--- src/rtl/mac_unit_parallel_pipe.sv ---
// rtl/mac_unit_parallel_pipe.sv - parallel dot-product MAC: multipliers, pipelined adder tree, framed accumulator, round/saturate
module mac_unit_parallel_pipe #(
    parameter int DATA_WIDTH   = 8,
    parameter int VEC_LENGTH   = 16,
    parameter int ACC_WIDTH    = 32,
    parameter int RESULT_WIDTH = 16,
    parameter int REG_EVERY    = 2,
    parameter int SHIFT_WIDTH  = 5
) (
    input  logic                                   clk,
    input  logic                                   reset,
    input  logic                                   en,
    input  logic                                   in_valid,
    input  logic                                   in_first,
    input  logic                                   in_last,
    input  logic                                   load_prev,
    input  logic                                   act_signed,
    input  logic [VEC_LENGTH-1:0][DATA_WIDTH-1:0]  act_in,
    input  logic [VEC_LENGTH-1:0][DATA_WIDTH-1:0]  w_in,
    input  logic [ACC_WIDTH-1:0]                   accum_prev,
    input  logic [SHIFT_WIDTH-1:0]                 out_shift,
    output logic                                   out_valid,
    output logic [RESULT_WIDTH-1:0]                result,
    output logic [ACC_WIDTH-1:0]                   acc_out,
    output logic                                   out_sat
);

    localparam int T      = $clog2(VEC_LENGTH);
    localparam int PROD_W = 2 * DATA_WIDTH + 1;
    localparam int SUM_W  = PROD_W + T;
    localparam int R      = (T + REG_EVERY - 1) / REG_EVERY;
    localparam int HI_W   = ACC_WIDTH - RESULT_WIDTH + 2;

    typedef struct packed {
        logic                   valid;
        logic                   first;
        logic                   last;
        logic                   load_prev;
        logic [ACC_WIDTH-1:0]   accum_prev;
        logic [SHIFT_WIDTH-1:0] shift;
    } side_t;

    // Activation is zero- or sign-extended; the product always fits in PROD_W bits.
    function automatic logic signed [PROD_W-1:0] lane_mul(
        input logic [DATA_WIDTH-1:0] a,
        input logic [DATA_WIDTH-1:0] w,
        input logic                  a_signed
    );
        logic signed [PROD_W-1:0] a_ext;
        logic signed [PROD_W-1:0] w_ext;
        a_ext = {{(PROD_W-DATA_WIDTH){a_signed & a[DATA_WIDTH-1]}}, a};
        w_ext = {{(PROD_W-DATA_WIDTH){w[DATA_WIDTH-1]}}, w};
        return a_ext * w_ext;
    endfunction

    side_t                    sb_q [0:R];
    logic signed [PROD_W-1:0] prod_q [VEC_LENGTH];
    // Heap-ordered adder tree: node 1 is the root, leaves are VEC_LENGTH..2*VEC_LENGTH-1.
    logic signed [SUM_W-1:0]  node [1:2*VEC_LENGTH-1];

    always_ff @(posedge clk) begin
        if (reset) begin
            for (int k = 0; k <= R; k++) sb_q[k] <= '0;
            for (int i = 0; i < VEC_LENGTH; i++) prod_q[i] <= '0;
        end else if (en) begin
            sb_q[0].valid      <= in_valid;
            sb_q[0].first      <= in_first;
            sb_q[0].last       <= in_last;
            sb_q[0].load_prev  <= load_prev;
            sb_q[0].accum_prev <= accum_prev;
            sb_q[0].shift      <= out_shift;
            for (int k = 1; k <= R; k++) sb_q[k] <= sb_q[k-1];
            for (int i = 0; i < VEC_LENGTH; i++)
                prod_q[i] <= lane_mul(act_in[i], w_in[i], act_signed);
        end
    end

    for (genvar i = 0; i < VEC_LENGTH; i++) begin : g_leaf
        assign node[VEC_LENGTH+i] = SUM_W'(prod_q[i]);
    end

    for (genvar l = 1; l <= T; l++) begin : g_lvl
        for (genvar i = 0; i < (VEC_LENGTH >> l); i++) begin : g_node
            localparam int N = (VEC_LENGTH >> l) + i;
            logic signed [SUM_W-1:0] s;
            assign s = node[2*N] + node[2*N+1];
            if ((l % REG_EVERY) == 0 || l == T) begin : g_reg
                logic signed [SUM_W-1:0] q;
                always_ff @(posedge clk) begin
                    if (reset)   q <= '0;
                    else if (en) q <= s;
                end
                assign node[N] = q;
            end else begin : g_comb
                assign node[N] = s;
            end
        end
    end

    logic                    acc_fire;
    logic [SHIFT_WIDTH-1:0]  acc_shift;
    logic [ACC_WIDTH-1:0]    acc_q;
    logic [ACC_WIDTH-1:0]    acc_base;
    logic signed [ACC_WIDTH-1:0] sum_ext;

    assign sum_ext = ACC_WIDTH'(node[1]);

    always_comb begin
        acc_base = acc_q;
        if (sb_q[R].first) acc_base = sb_q[R].load_prev ? sb_q[R].accum_prev : '0;
    end

    always_ff @(posedge clk) begin
        if (reset) begin
            acc_q     <= '0;
            acc_fire  <= 1'b0;
            acc_shift <= '0;
        end else if (en) begin
            acc_fire  <= sb_q[R].valid & sb_q[R].last;
            acc_shift <= sb_q[R].shift;
            if (sb_q[R].valid) acc_q <= acc_base + sum_ext;
        end
    end

    // One guard bit keeps the rounding add from wrapping near the accumulator limits.
    logic [ACC_WIDTH:0]          rnd;
    logic signed [ACC_WIDTH:0]   rsum;
    logic signed [ACC_WIDTH:0]   rshift;
    logic [HI_W-1:0]             hi;
    logic                        clip;
    logic [RESULT_WIDTH-1:0]     sat_val;

    always_comb begin
        rnd     = ({{ACC_WIDTH{1'b0}}, 1'b1} << acc_shift) >> 1;
        rsum    = $signed({acc_q[ACC_WIDTH-1], acc_q}) + $signed(rnd);
        rshift  = rsum >>> acc_shift;
        hi      = rshift[ACC_WIDTH:RESULT_WIDTH-1];
        clip    = (hi != {HI_W{rshift[ACC_WIDTH]}});
        sat_val = rshift[RESULT_WIDTH-1:0];
        if (clip)
            sat_val = rshift[ACC_WIDTH] ? {1'b1, {(RESULT_WIDTH-1){1'b0}}}
                                        : {1'b0, {(RESULT_WIDTH-1){1'b1}}};
    end

    always_ff @(posedge clk) begin
        if (reset) begin
            out_valid <= 1'b0;
            result    <= '0;
            acc_out   <= '0;
            out_sat   <= 1'b0;
        end else if (en) begin
            out_valid <= acc_fire;
            if (acc_fire) begin
                result  <= sat_val;
                acc_out <= acc_q;
                out_sat <= clip;
            end
        end
    end

endmodule

--- config.mk ---
export PLATFORM = sky130hd
export DESIGN_NAME = mac_unit_parallel_pipe
export DESIGN_NICKNAME = d
export VERILOG_FILES = /design/src/rtl/mac_unit_parallel_pipe.sv
export SDC_FILE = /design/constraint.sdc
export NUM_CORES = 2
export LEC_CHECK = 0
export CAP_MARGIN = 20
export CORE_ASPECT_RATIO = 1.2
export CORE_MARGIN = 4
export CORE_UTILIZATION = 51
export CTS_BUF_LIST = sky130_fd_sc_hd__clkbuf_16
export CTS_CLUSTER_SIZE = 25
export DETAILED_ROUTE_END_ITERATION = 7
export PLACE_DENSITY = 0.69
export SLEW_MARGIN = 40
export SYNTH_ARGS = -nofsm -noshare
export SYNTH_HDL_FRONTEND = slang
export SYNTH_SLANG_ARGS = --single-unit
--- constraint.sdc ---
create_clock -name clk -period 15.6 [get_ports clk]
set_input_delay 3.9 -clock clk [delete_from_list [all_inputs] [get_ports clk]]
set_output_delay 3.9 -clock clk [all_outputs]
set_load 0.05 [all_outputs]
==> metrics.yaml <==
timing:
  setup_ws_ps: 6380
  relSlewSlack_pct: 45.2
  rsz0062_at_grt: "false"
  skew_ps: 32.1
  worst_pin_slew_ps: 819
  min_period_ps: 9220
  finalSetupTns_ps: 0
  hold_viol_final: 0
  finalCritPeriodShare_pct: 59.1
  setup_viol: 0
  fmax_mhz: 108
  slew_violations: 0
synthesis:
  avgSynthCellArea_um2: 9.59
  ys_seq_elements: 580
  yosysSeqAreaShare_pct: 20.5
  synth_area_leaders: "fa_1, edfxtp_1, ha_1, inv_1, and2_1"
  async_flop_share_pct: 0
  syn_area_um2: 75800
  synth_top_area_share_pct: 30.6
  synth_cells: 7909
  syn_nets: 10000
  ys_warn_count: 0
  synth_edf_count: 395
  yosysTopAreaCell: "fa_1"
  ys_types: 99
  ys.flop_type: "edfxtp_1"
placed_design:
  post-place-ws_ps: 5800
  hpwl_um: 153000
  numPortBuffers: 350
  place_area_um2: 81000
  place_congestion: 0.930
clock_network:
  cts-root-buf: "clkbuf_16"
  cts_sinks: 580
  cts_htree_levels: 3
  clk_latency_ps: 670
  cts_tree: "built"
  clk_path_buf_depth: 3
  clk_pin_slew_worst_paths_ps: 60
  cts_hold_buf: 0
  cts_buffers: 71
  postCtsSetupBuffers: 0
  cts_resized: 0
worst_setup_path:
  setup.worst_path.end_class: "flip-flop"
  max_stage_delay_ps: 720
  cp.buffers_inverters: 4
  crit_slowest_cell: "buf_4"
  reg2regPathDepth: 20
  crit_arrival_ps: 9600
  worst-path-stages: 21
  crit_chain: "buf_4 > buf_4 > and3_1 > ha_1 > fa_1 > inv_1 > fa_1 > inv_1 > fa_1 > ha_1 > a21boi_0 > o21ai_0 > a21boi_0 > o21ai_0 > a21oi_1 > o21ai_0 > nand2b_1 > a21o_1 > a21oi_1 > xnor2_1 > nor2_1"
  crit_path_start_kind: "input pin"
  critPathKind: "in2reg"
  path_delay_family: "adder cells"
  cp.required_ps: 15990
  cp_max_fo: 65
layout:
  drive_above_1_share_pct: 2.75
  fillers: 12900
  final_cell_area_um2: 83400
  layout_commonest_cell: "inv_1"
  areaGrowthSynthToFinish_pct: 10.0
  nets: 10200
  layout_common_cells: "inv_1, fa_1, nand2_1"
  post-route-util_pct: 56.7
die:
  core_area_um2: 147000
  die_area_um2: 155000
  rows: 154
  start_util_pct: 51.5
  fp.dieW_um: 360
  io_pins: 351
  dieHeight_um: 430
routing:
  final_antenna_net_count: 0
  vias_per_cell: 5.45
  first_pass_iters: 8
  wirelength_um: 190000
  drc: 0
  num_vias: 55200
  drt_iter0_drc: 3376
  wl_per_cell_um: 18.7
run:
  max-cap-violations: 0
grt:
  grt_max_degree: 175
  grtUsageTotal_pct: 24.9
  grt_pass1_wl_um: 312000
  antenna_found_initial: 8
  grt_pass1_vias: 58600
  grt-ovfl-total: 0
status:
  status: "finished, final reports clean"
power_and_ir_drop:
  power_density_nw_per_um2: 156
  leakagePower_nw: 38.4
  ir_worst_vdd_v: 0.000191
worst_hold_path:
  worstHoldPathCells: 2
  hp-class: "reg2reg"
[kinds of logic (layout without fill, tap and decap cells)]
logic type / after synthesis / in the layout / synth area share, %
AO/OA/AOI/OAI: 1026 / 1026 / 8.55
XOR/XNOR: 319 / 319 / 3.68
adder cells (fa/ha/maj): 1807 / 1807 / 41.3
buffers and inverters: 1633 / 1907 / 8.38
flip-flops: 580 / 580 / 20.5
multiplexers: 66 / 66 / 0.965
other: 0 / 5 / 0
AND/OR/NAND/NOR: 2478 / 2478 / 16.6
[report_power, final]
part	switching, W	internal (W)
Sequential	0.000335	0.00213
Combinational	0.00498	0.00388
Clock	0.000718	0.000968
[cells in the mapped netlist (21+ instances only)]
| master | instances |
|---|---|
| o31ai_1 | 24 |
| fa_1 | 1159 |
| and2_1 | 595 |
| xnor2_1 | 272 |
| mux2i_1 | 56 |
| clkbuf_1 | 197 |
| a21boi_0 | 65 |
| nand3_1 | 90 |
| and3_1 | 258 |
| inv_1 | 1392 |
| nand2_1 | 702 |
| o21bai_1 | 21 |
| o21ai_0 | 287 |
| a211oi_1 | 40 |
| xor2_1 | 47 |
| a21o_1 | 73 |
| o211ai_1 | 35 |
| or3_1 | 23 |
| nand2b_1 | 154 |
| edfxtp_1 | 395 |
| o21a_1 | 21 |
| nor2_1 | 376 |
| a21oi_1 | 311 |
| nor3_1 | 130 |
| ha_1 | 648 |
| dfxtp_1 | 185 |
| nor2b_1 | 76 |
[per-stage QoR]
| step | power [W] | instances | hold WS [ps] |
|---|---|---|---|
| 2_1_floorplan | 0.00899 | 7909 | 432 |
| 6_report | 0.0130 | 10100 | 456 |
| 3_3_place_gp | 0.0112 | 9999 | 450 |
| 3_5_place_dp | 0.0114 | 10000 | 448 |
| 4_1_cts | 0.0132 | 10100 | 456 |
| 5_1_grt | 0.0145 | 10100 | 470 |
[layer usage]
metal,global-route usage [%],vias to the layer above,part of all wire (%)
met5,0,-,0.0069
met4,6.16,2,2.4
met3,2.80,274,4.5
met2,44.9,1280,52
met1,31.9,27800,41
li1,-,25900,-
[sequential cells by signal, summed over array words and instances (netlist names)]
register / flops
out_valid: 1
acc_out: 32
acc_q: 32
g_lvl.g_node.g_reg.q: 97
result: 16
acc_shift: 5
out_sat: 1
acc_fire: 1
prod_q: 272
sb_q: 123
[worst reg2reg max path: stages (launching register included)]
cell	delay, ps
dfxtp_1	310
buf_4	330
inv_1	410
buf_4	350
nor2_2	480
nand2_1	450
nor2_1	210
ha_1	350
a21oi_1	360
o21ai_0	240
a21oi_1	420
nand2_1	380
nor3_1	510
nor4_2	180
o311ai_0	630
a41oi_1	230
a2111oi_0	660
nand4_1	170
a2bb2oi_1	220
o211ai_4	550
o211ai_1	170
[worst paths after layout]
check               start        endpoint  slack, ps
min reg2reg   acc_out[31]     acc_out[31]        460
min           acc_out[31]     acc_out[31]        460
max reg2reg  acc_shift[0]       result[8]       7840
max            act_signed  prod_q[0][186]       6380
[layout make-up]
type                       instances  area, µm²  share of cell area (%)
multi-input combinational       5696      54000                    64.7
clock inverter                    55        485                   0.582
antenna                            5       12.5                  0.0150
tap                             1950       2440                    2.92
clock buffer                      75       1880                    2.25
inverter                        1396       5260                    6.30
timing repair buffer             381       3840                    4.61
sequential                       580      15600                    18.7
(Power assumes the default switching activity.)
